[src/rtl/z80_io_ctrl.sv]
// z80_io_ctrl -- Z80 sound-side I/O controller.
//
// Sits on the Z80 bus (SDA / nIORQ / nRD / nWR) and provides:
//   - the 68k->Z80 sound command latch (loaded by SOUND_CMD_WR) and the NMI it raises,
//   - the Z80->68k reply latch (SOUND_REPLY),
//   - YM2610 chip select / register address for ports $04-$07,
//   - NEO-ZMC style ROM bank registers, loaded by IN from $08-$0B with the bank value on SDA[15:8].
//
// Build option: define Z80_BANK_EN to implement the bank registers. Without it, BANK0..3 are
// tied to their reset constants and reads of $08-$0B change no state.
//
// Ports:
//   CLK_24M, nRESET            system clock, async active-low reset
//   SDA, SDD_WR                Z80 address bus and CPU data out
//   nIORQ, nRD, nWR            Z80 strobes (sampled on CLK_24M)
//   SDD_IO, IO_RD              I/O read data and its mux select toward Z80 DI
//   nNMI                       registered NMI to the Z80
//   SOUND_CMD_WR, SOUND_CMD    68k command load strobe and byte
//   SOUND_REPLY                reply latch read by the 68k
//   YM_DOUT, nYMCS, YM_A       YM2610 read data, chip select, register address
//   BANK0..BANK3               ROM bank registers ($F000/$E000/$C000/$8000 windows)

module z80_io_ctrl #(
  parameter logic [7:0] BANK0_RST = 8'h1E,
  parameter logic [7:0] BANK1_RST = 8'h0E,
  parameter logic [7:0] BANK2_RST = 8'h06,
  parameter logic [7:0] BANK3_RST = 8'h02
) (
  input  logic        CLK_24M,
  input  logic        nRESET,
  input  logic [15:0] SDA,
  input  logic [7:0]  SDD_WR,
  input  logic        nIORQ,
  input  logic        nRD,
  input  logic        nWR,
  output logic [7:0]  SDD_IO,
  output logic        IO_RD,
  output logic        nNMI,
  input  logic        SOUND_CMD_WR,
  input  logic [7:0]  SOUND_CMD,
  output logic [7:0]  SOUND_REPLY,
  input  logic [7:0]  YM_DOUT,
  output logic        nYMCS,
  output logic [1:0]  YM_A,
  output logic [7:0]  BANK0,
  output logic [7:0]  BANK1,
  output logic [7:0]  BANK2,
  output logic [7:0]  BANK3
);

  logic       io_rd, io_wr;
  logic [2:0] port;
  logic       rd_edge, wr_edge;

  logic       io_rd_q, io_rd_d;
  logic       io_wr_q, io_wr_d;
  logic [7:0] cmd_q, cmd_d;
  logic [7:0] reply_q, reply_d;
  logic       nmi_en_q, nmi_en_d;
  logic       nmi_pend_q, nmi_pend_d;
  logic       nmi_n_q, nmi_n_d;

  // Interrupt-acknowledge cycles have both nRD and nWR high, so neither strobe is active.
  assign io_rd = ~nIORQ & ~nRD;
  assign io_wr = ~nIORQ & ~nWR;
  assign port  = SDA[4:2];

  // Act once per bus cycle, however long WAIT stretches it.
  assign rd_edge = io_rd & ~io_rd_q;
  assign wr_edge = io_wr & ~io_wr_q;

  assign IO_RD       = io_rd;
  assign nYMCS       = ~((io_rd | io_wr) & (port == 3'd1));
  assign YM_A        = SDA[1:0];
  assign nNMI        = nmi_n_q;
  assign SOUND_REPLY = reply_q;

  always_comb begin
    SDD_IO = 8'hFF;
    case (port)
      3'd0:    SDD_IO = cmd_q;
      3'd1:    SDD_IO = YM_DOUT;
      default: SDD_IO = 8'hFF;
    endcase
  end

  always_comb begin
    io_rd_d    = io_rd;
    io_wr_d    = io_wr;
    cmd_d      = cmd_q;
    reply_d    = reply_q;
    nmi_en_d   = nmi_en_q;
    nmi_pend_d = nmi_pend_q;

    if ((rd_edge || wr_edge) && port == 3'd0)
      nmi_pend_d = 1'b0;
    if (wr_edge && port == 3'd2)
      nmi_en_d = 1'b1;
    if (wr_edge && port == 3'd6)
      nmi_en_d = 1'b0;
    if (wr_edge && port == 3'd3)
      reply_d = SDD_WR;

    // A new command overrides an acknowledge landing on the same clock.
    if (SOUND_CMD_WR) begin
      cmd_d      = SOUND_CMD;
      nmi_pend_d = 1'b1;
    end

    nmi_n_d = ~(nmi_en_q & nmi_pend_q);
  end

  always_ff @(posedge CLK_24M or negedge nRESET) begin
    if (!nRESET) begin
      io_rd_q    <= 1'b0;
      io_wr_q    <= 1'b0;
      cmd_q      <= 8'h00;
      reply_q    <= 8'h00;
      nmi_en_q   <= 1'b0;
      nmi_pend_q <= 1'b0;
      nmi_n_q    <= 1'b1;
    end else begin
      io_rd_q    <= io_rd_d;
      io_wr_q    <= io_wr_d;
      cmd_q      <= cmd_d;
      reply_q    <= reply_d;
      nmi_en_q   <= nmi_en_d;
      nmi_pend_q <= nmi_pend_d;
      nmi_n_q    <= nmi_n_d;
    end
  end

`ifdef Z80_BANK_EN
  logic [7:0] bank_q [4];
  logic [7:0] bank_d [4];

  always_comb begin
    bank_d = bank_q;
    if (rd_edge && port == 3'd2)
      bank_d[SDA[1:0]] = SDA[15:8];
  end

  always_ff @(posedge CLK_24M or negedge nRESET) begin
    if (!nRESET) begin
      bank_q[0] <= BANK0_RST;
      bank_q[1] <= BANK1_RST;
      bank_q[2] <= BANK2_RST;
      bank_q[3] <= BANK3_RST;
    end else begin
      bank_q <= bank_d;
    end
  end

  assign BANK0 = bank_q[0];
  assign BANK1 = bank_q[1];
  assign BANK2 = bank_q[2];
  assign BANK3 = bank_q[3];
`else
  assign BANK0 = BANK0_RST;
  assign BANK1 = BANK1_RST;
  assign BANK2 = BANK2_RST;
  assign BANK3 = BANK3_RST;
`endif

  // Address bits outside the port decode (and the bank value when banking is off).
  logic unused_sda;
  assign unused_sda = ^SDA[15:5];

endmodule

[config.mk]
export PLATFORM = sky130hd
export DESIGN_NAME = z80_io_ctrl
export DESIGN_NICKNAME = d
export VERILOG_FILES = /design/src/rtl/z80_io_ctrl.sv
export SDC_FILE = /design/constraint.sdc
export NUM_CORES = 1
export LEC_CHECK = 0
export CORE_AREA = 8 8 54 79
export CTS_CLUSTER_DIAMETER = 100
export DETAILED_ROUTE_END_ITERATION = 8
export DIE_AREA = 0 0 62 87
export DONT_BUFFER_PORTS = 1
export GPL_TIMING_DRIVEN = 0
export PLACE_DENSITY = 0.57
export SYNTH_ARGS = -nofsm -noshare
export SYNTH_HDL_FRONTEND = slang
export SYNTH_SLANG_ARGS = --single-unit
[constraint.sdc]
create_clock -name CLK_24M -period 1.9 [get_ports CLK_24M]
set_input_delay 0.19 -clock CLK_24M [delete_from_list [all_inputs] [get_ports CLK_24M]]
set_output_delay 0.19 -clock CLK_24M [all_outputs]
set_load 0.05 [all_outputs]
After elaboration in Yosys (flattened, before gate mapping)
Index checks and enable logic that the tools add are counted.

word-level totals
  register bits after elaboration = 21
  input bits = 46
  output and inout bits = 53
  word-level logic and storage cells = 38

operators by class
  equality and inequality tests = 4
  mux-type cells = 5
  bitwise gates (word level) = 14
  reduce and logical (&&, ||, !) cells = 8

operators with widths
  kind                count
  $pmux 8 s2          1
  $not 1->1           7
  $and 1x1->1         6
  $eq 3x2->1 const B  2
  $logic_and 1x1->1   4
  $mux 1              4
  $reduce_bool 2->1   2
  $eq 3x1->1 const B  1
  $eq 3x3->1 const B  1
  $logic_not 3->1     1
  $logic_or 1x1->1    1
  $or 1x1->1          1

Logic depth before layout (Yosys ltp)
  depth in word-level cells = 7
  gate-level depth with buffers = 4
  depth with buffers taken out = 3

Worst setup path before layout
No wires, ideal clock.

  path type = in2out
  start = input port nRD
  end = output port nYMCS
  arrival time = 1526 ps
  required time = 1710 ps
  path slack = 184 ps
  stages = 2
  path buffers = 0
  cell sequence = nor2_1 -> o211ai_1

between the ends
  longest elaborated chain between the ends = 5

ends and longest elaborated chain
  item         line  RTL
  from (decl)  34    input logic nRD,
  $not 1->1    64    assign io_rd = ~nIORQ & ~nRD;
  $and 1x1->1  64
  $or 1x1->1   73    assign nYMCS = ~((io_rd | io_wr) & (port == 3'd1));
  $and 1x1->1  73
  $not 1->1    73
  to (decl)    43    output logic nYMCS,

Every way passes these cells.

Final worst setup path
  start = input port nWR
  end = output port nYMCS

between the ends
  longest elaborated chain between the ends = 5

ends and longest elaborated chain
  item             line  RTL
  from (decl)      35    input logic nWR,
  $not 1->1        65    assign io_wr = ~nIORQ & ~nWR;
  $and 1x1->1      65
  named net io_wr  51    logic io_rd, io_wr;
  $or 1x1->1       73
  $and 1x1->1      73
  $not 1->1        73

The timed path passes the listed nets, and every way through them passes these cells.

==> results by group <==
Power and ir drop
  – Cell Int Power: 792.0 uW
  – Gate power share: 26.9%
  – Switching Power: 587.6 uW
  – Clock power frac: 20.3%
  – Pleak: 0.0007613 uW
  – Sw Share: 42.59%
  – Maximum VDD drop: 0.4999 mV
  – Seq pwr share: 52.8%
  – PwrDens: 954.6 nW/um^2

Detailed routing
  – Detailed Routing Iterations Pass 1: 3
  – Drt wl/cell: 15.15 um
  – Drt drc: 0
  – DRT Wirelength: 2788 um
  – Initial DRC count: 11
  – Vias/cell: 3.897
  – Via count: 717
  – Final ANT Viol Nets: 0

Synth
  – Yosys warning count: 0
  – Netlist cell types: 19
  – Sequential fraction of the synthesis area: 43.72%
  – Syn_area_per_cell: 11.48 um^2
  – Cells after synthesis: 105
  – Top post-synthesis cells by area: dfrtp_1 42%, buf_4 21%, mux2_2 13%, mux2i_1 7.5%, nand2_1 2.8%
  – Top cell type's share of synthesized area: 41.54%
  – Yosys reg bits: 21
  – Post-Syn Area: 1205 um^2
  – Post-synth top area cell: dfrtp_1

CTS
  – Post-CTS setup buffers: 0
  – Clk root buf: clkbuf_8
  – Latest clock arrival within the worst-skew pair: 0.25 ns
  – CTS max path bufs: 2
  – CTS buffer count: 3
  – CTS tree: done
  – H-tree levels: 1
  – Clock Pin Slew Worst Setup and Hold Paths: 0.07 ns
  – CTS sink cnt: 21
  – PostCTS Resize Cnt: 0

Min path
  – Hold Crit Start: SDA[4]
  – Hold Path Sink: nmi_en_q$_DFFE_PN0P_
  – Hold crit path type: in2reg
  – Worst Hold Depth: 1

Layout
  – Layout cells sized above 1: 40.14%
  – Area occupied by multi-input gates: 523.0 um^2
  – Fill cells: 314
  – Ant. Diodes: 0
  – FF+latch area: 526.8 um^2
  – Commonest non-fill, non-tap cell in the layout: buf_4
  – Final #Nets: 189
  – Non-Filler Instances: 184
  – Most frequent cells in the layout: 34 x buf_4, 32 x conb_1, 20 x dfrtp_1
  – Area growth from synthesis to layout: 19.94%

Run status
  – Status: finished, final reports clean

Setup path
  – Slowest stage cell on the critical path: o211ai_1
  – Worst EP required: 1.71 ns
  – CP delay by family, top: compound AO/OA/AOI/OAI gates
  – Reg2reg setup slack: 0.56 ns
  – Worst Setup Start Kind: input port
  – Bufs and invs on worst path: 1
  – Critical path type: in2out
  – Worst path arrival time: 1.64 ns
  – Crit-path cells: dlygate4sd3_1 -> nor2_1 -> o211ai_1
  – CP max stage delay: 0.84 ns
  – Reg2reg start: io_wr_q$_DFF_PN0_
  – Largest fanout on the critical path: 3
  – CP Capture Type: output pin
  – Reg2reg end: SOUND_REPLY[7]$_DFFE_PN0P_
  – R2R depth: 3

GRT
  – Largest net degree at the start of global routing: 22
  – Initial antenna violation count: 0
  – Gr ovfl total: 0
  – First-pass GRT wire length: 3995 um
  – Total Routing Usage GR: 10.15%
  – Vias in the first global route: 792

Floorplanning
  – Site row count: 26
  – Starting density of the core: 37.41%
  – Core area: 3221 um^2
  – Die area: 5394 um^2
  – Num ports: 99
  – DIE HEIGHT: 87 um
  – Width of the die: 62 um

Timing
  – Hold Fails Final Rpt: 0
  – Tmin final: 1.827 ns
  – Setup_tns: 0 ns
  – Final setup vio count: 0
  – Relative slew slack: 27.97%
  – Slew @ Worst Pin: 1.076 ns
  – Clock Skews: 0.003772 ns
  – Slew Viols, Final: 0
  – Period Utilization, post-route: 96.16%
  – Fmax: 547.3 MHz
  – RSZ-0062 raised after global routing: false

Placement
  – Routability cong.: 0.6882
  – Port buffer count: 0
  – Placed cell count: 177
  – DP HPWL: 2323 um

Flow run
  – Max Cap Viol: 0
==> cells by family after synthesis <==
| kind of cell | share of synthesized area (%) |
|---|---|
| AND/OR/NAND/NOR | 8.618 |
| flip-flops | 43.72 |
| other | 0.6233 |
| AO/OA/AOI/OAI | 1.766 |
| multiplexers | 23.05 |
| buffers and inverters | 22.22 |
==> cells in the mapped netlist <==
| library cell | count |
|---|---|
| nor2_1 | 4 |
| nand2b_1 | 1 |
| mux2_4 | 2 |
| nor4b_4 | 1 |
| dfstp_2 | 1 |
| mux2_2 | 14 |
| nand3_1 | 1 |
| clkbuf_1 | 1 |
| nand2_1 | 9 |
| a21o_1 | 1 |
| o22ai_1 | 1 |
| dfrtp_1 | 20 |
| inv_1 | 1 |
| nand3b_4 | 1 |
| conb_1 | 2 |
| buf_2 | 1 |
| buf_4 | 34 |
| o211ai_1 | 1 |
| mux2i_1 | 9 |
==> layout make-up <==
cell class                 count  share of cell area [%]
clock buffer                   4                   3.117
tap                           42                   3.636
inverter                       1                  0.2597
sequential                    21                   36.45
timing repair buffer           3                   2.078
multi-input combinational     77                   36.19
buffer                        36                   18.27
==> sequential cells by signal, summed over array words and instances (netlist names) <==
| name | flops |
|---|---|
| io_rd_q | 1 |
| io_wr_q | 1 |
| nNMI | 1 |
| nmi_en_q | 1 |
| SOUND_REPLY | 8 |
| cmd_q | 8 |
| nmi_pend_q | 1 |
==> power groups by stage <==
stage          sequential, uW  clock [uW]  combinational, uW
5_1_grt                   737         321                394
6_report                  729         280                371
4_1_cts                   732         302                367
3_3_place_gp              737           0                350
3_5_place_dp              742           0                354
2_1_floorplan             723           0                338
==> metrics by stage <==
step	utilization [%]	instance area, um^2	hold WS, ns	total power, uW	setup slack (ns)
4_1_cts	44.56	1435	0.001709	1401	0.05506
3_5_place_dp	42.54	1370	-0.1049	1096	0.05616
3_3_place_gp	42.54	1370	-0.1050	1087	0.03027
5_1_grt	44.87	1445	0.02417	1452	0.01677
6_report	44.87	1445	0.02804	1380	0.07289
2_1_floorplan	-	1318	-0.1056	1061	0.1839
==> layer usage <==
layer,track usage (%),share of wire (%),vias to the layer above
met5,0,0,-
met4,5.208,0.75,0
met3,3.107,12,2
met2,18.43,56,36
met1,9.495,31,326
li1,-,-,353
==> how the worst max path moves through the flow <==
stage / to / slack (ns) / cells past startpoint / start
after floorplan: nYMCS / 0.18 / 2 / nRD
after global placement: nYMCS / 0.03 / 2 / nRD
after detailed placement: nYMCS / 0.06 / 2 / nRD
after CTS: nYMCS / 0.06 / 2 / nRD
after global routing: nYMCS / 0.02 / 3 / nIORQ
final: nYMCS / 0.07 / 3 / nWR
==> worst reg2reg max path, delay by kind of cell, from the launching register on <==
family,cells,cell delay (ns)
AND/OR/NAND/NOR,2,0.49
flip-flops,1,0.41
multiplexers,1,0.33
==> repair_timing <==
action                                  in CTS  in global routing
hold endpoints to repair                    22                  1
hold buffers                                 2                  1
endpoints found under the setup margin       0                  0
(Power assumes the default switching activity.)
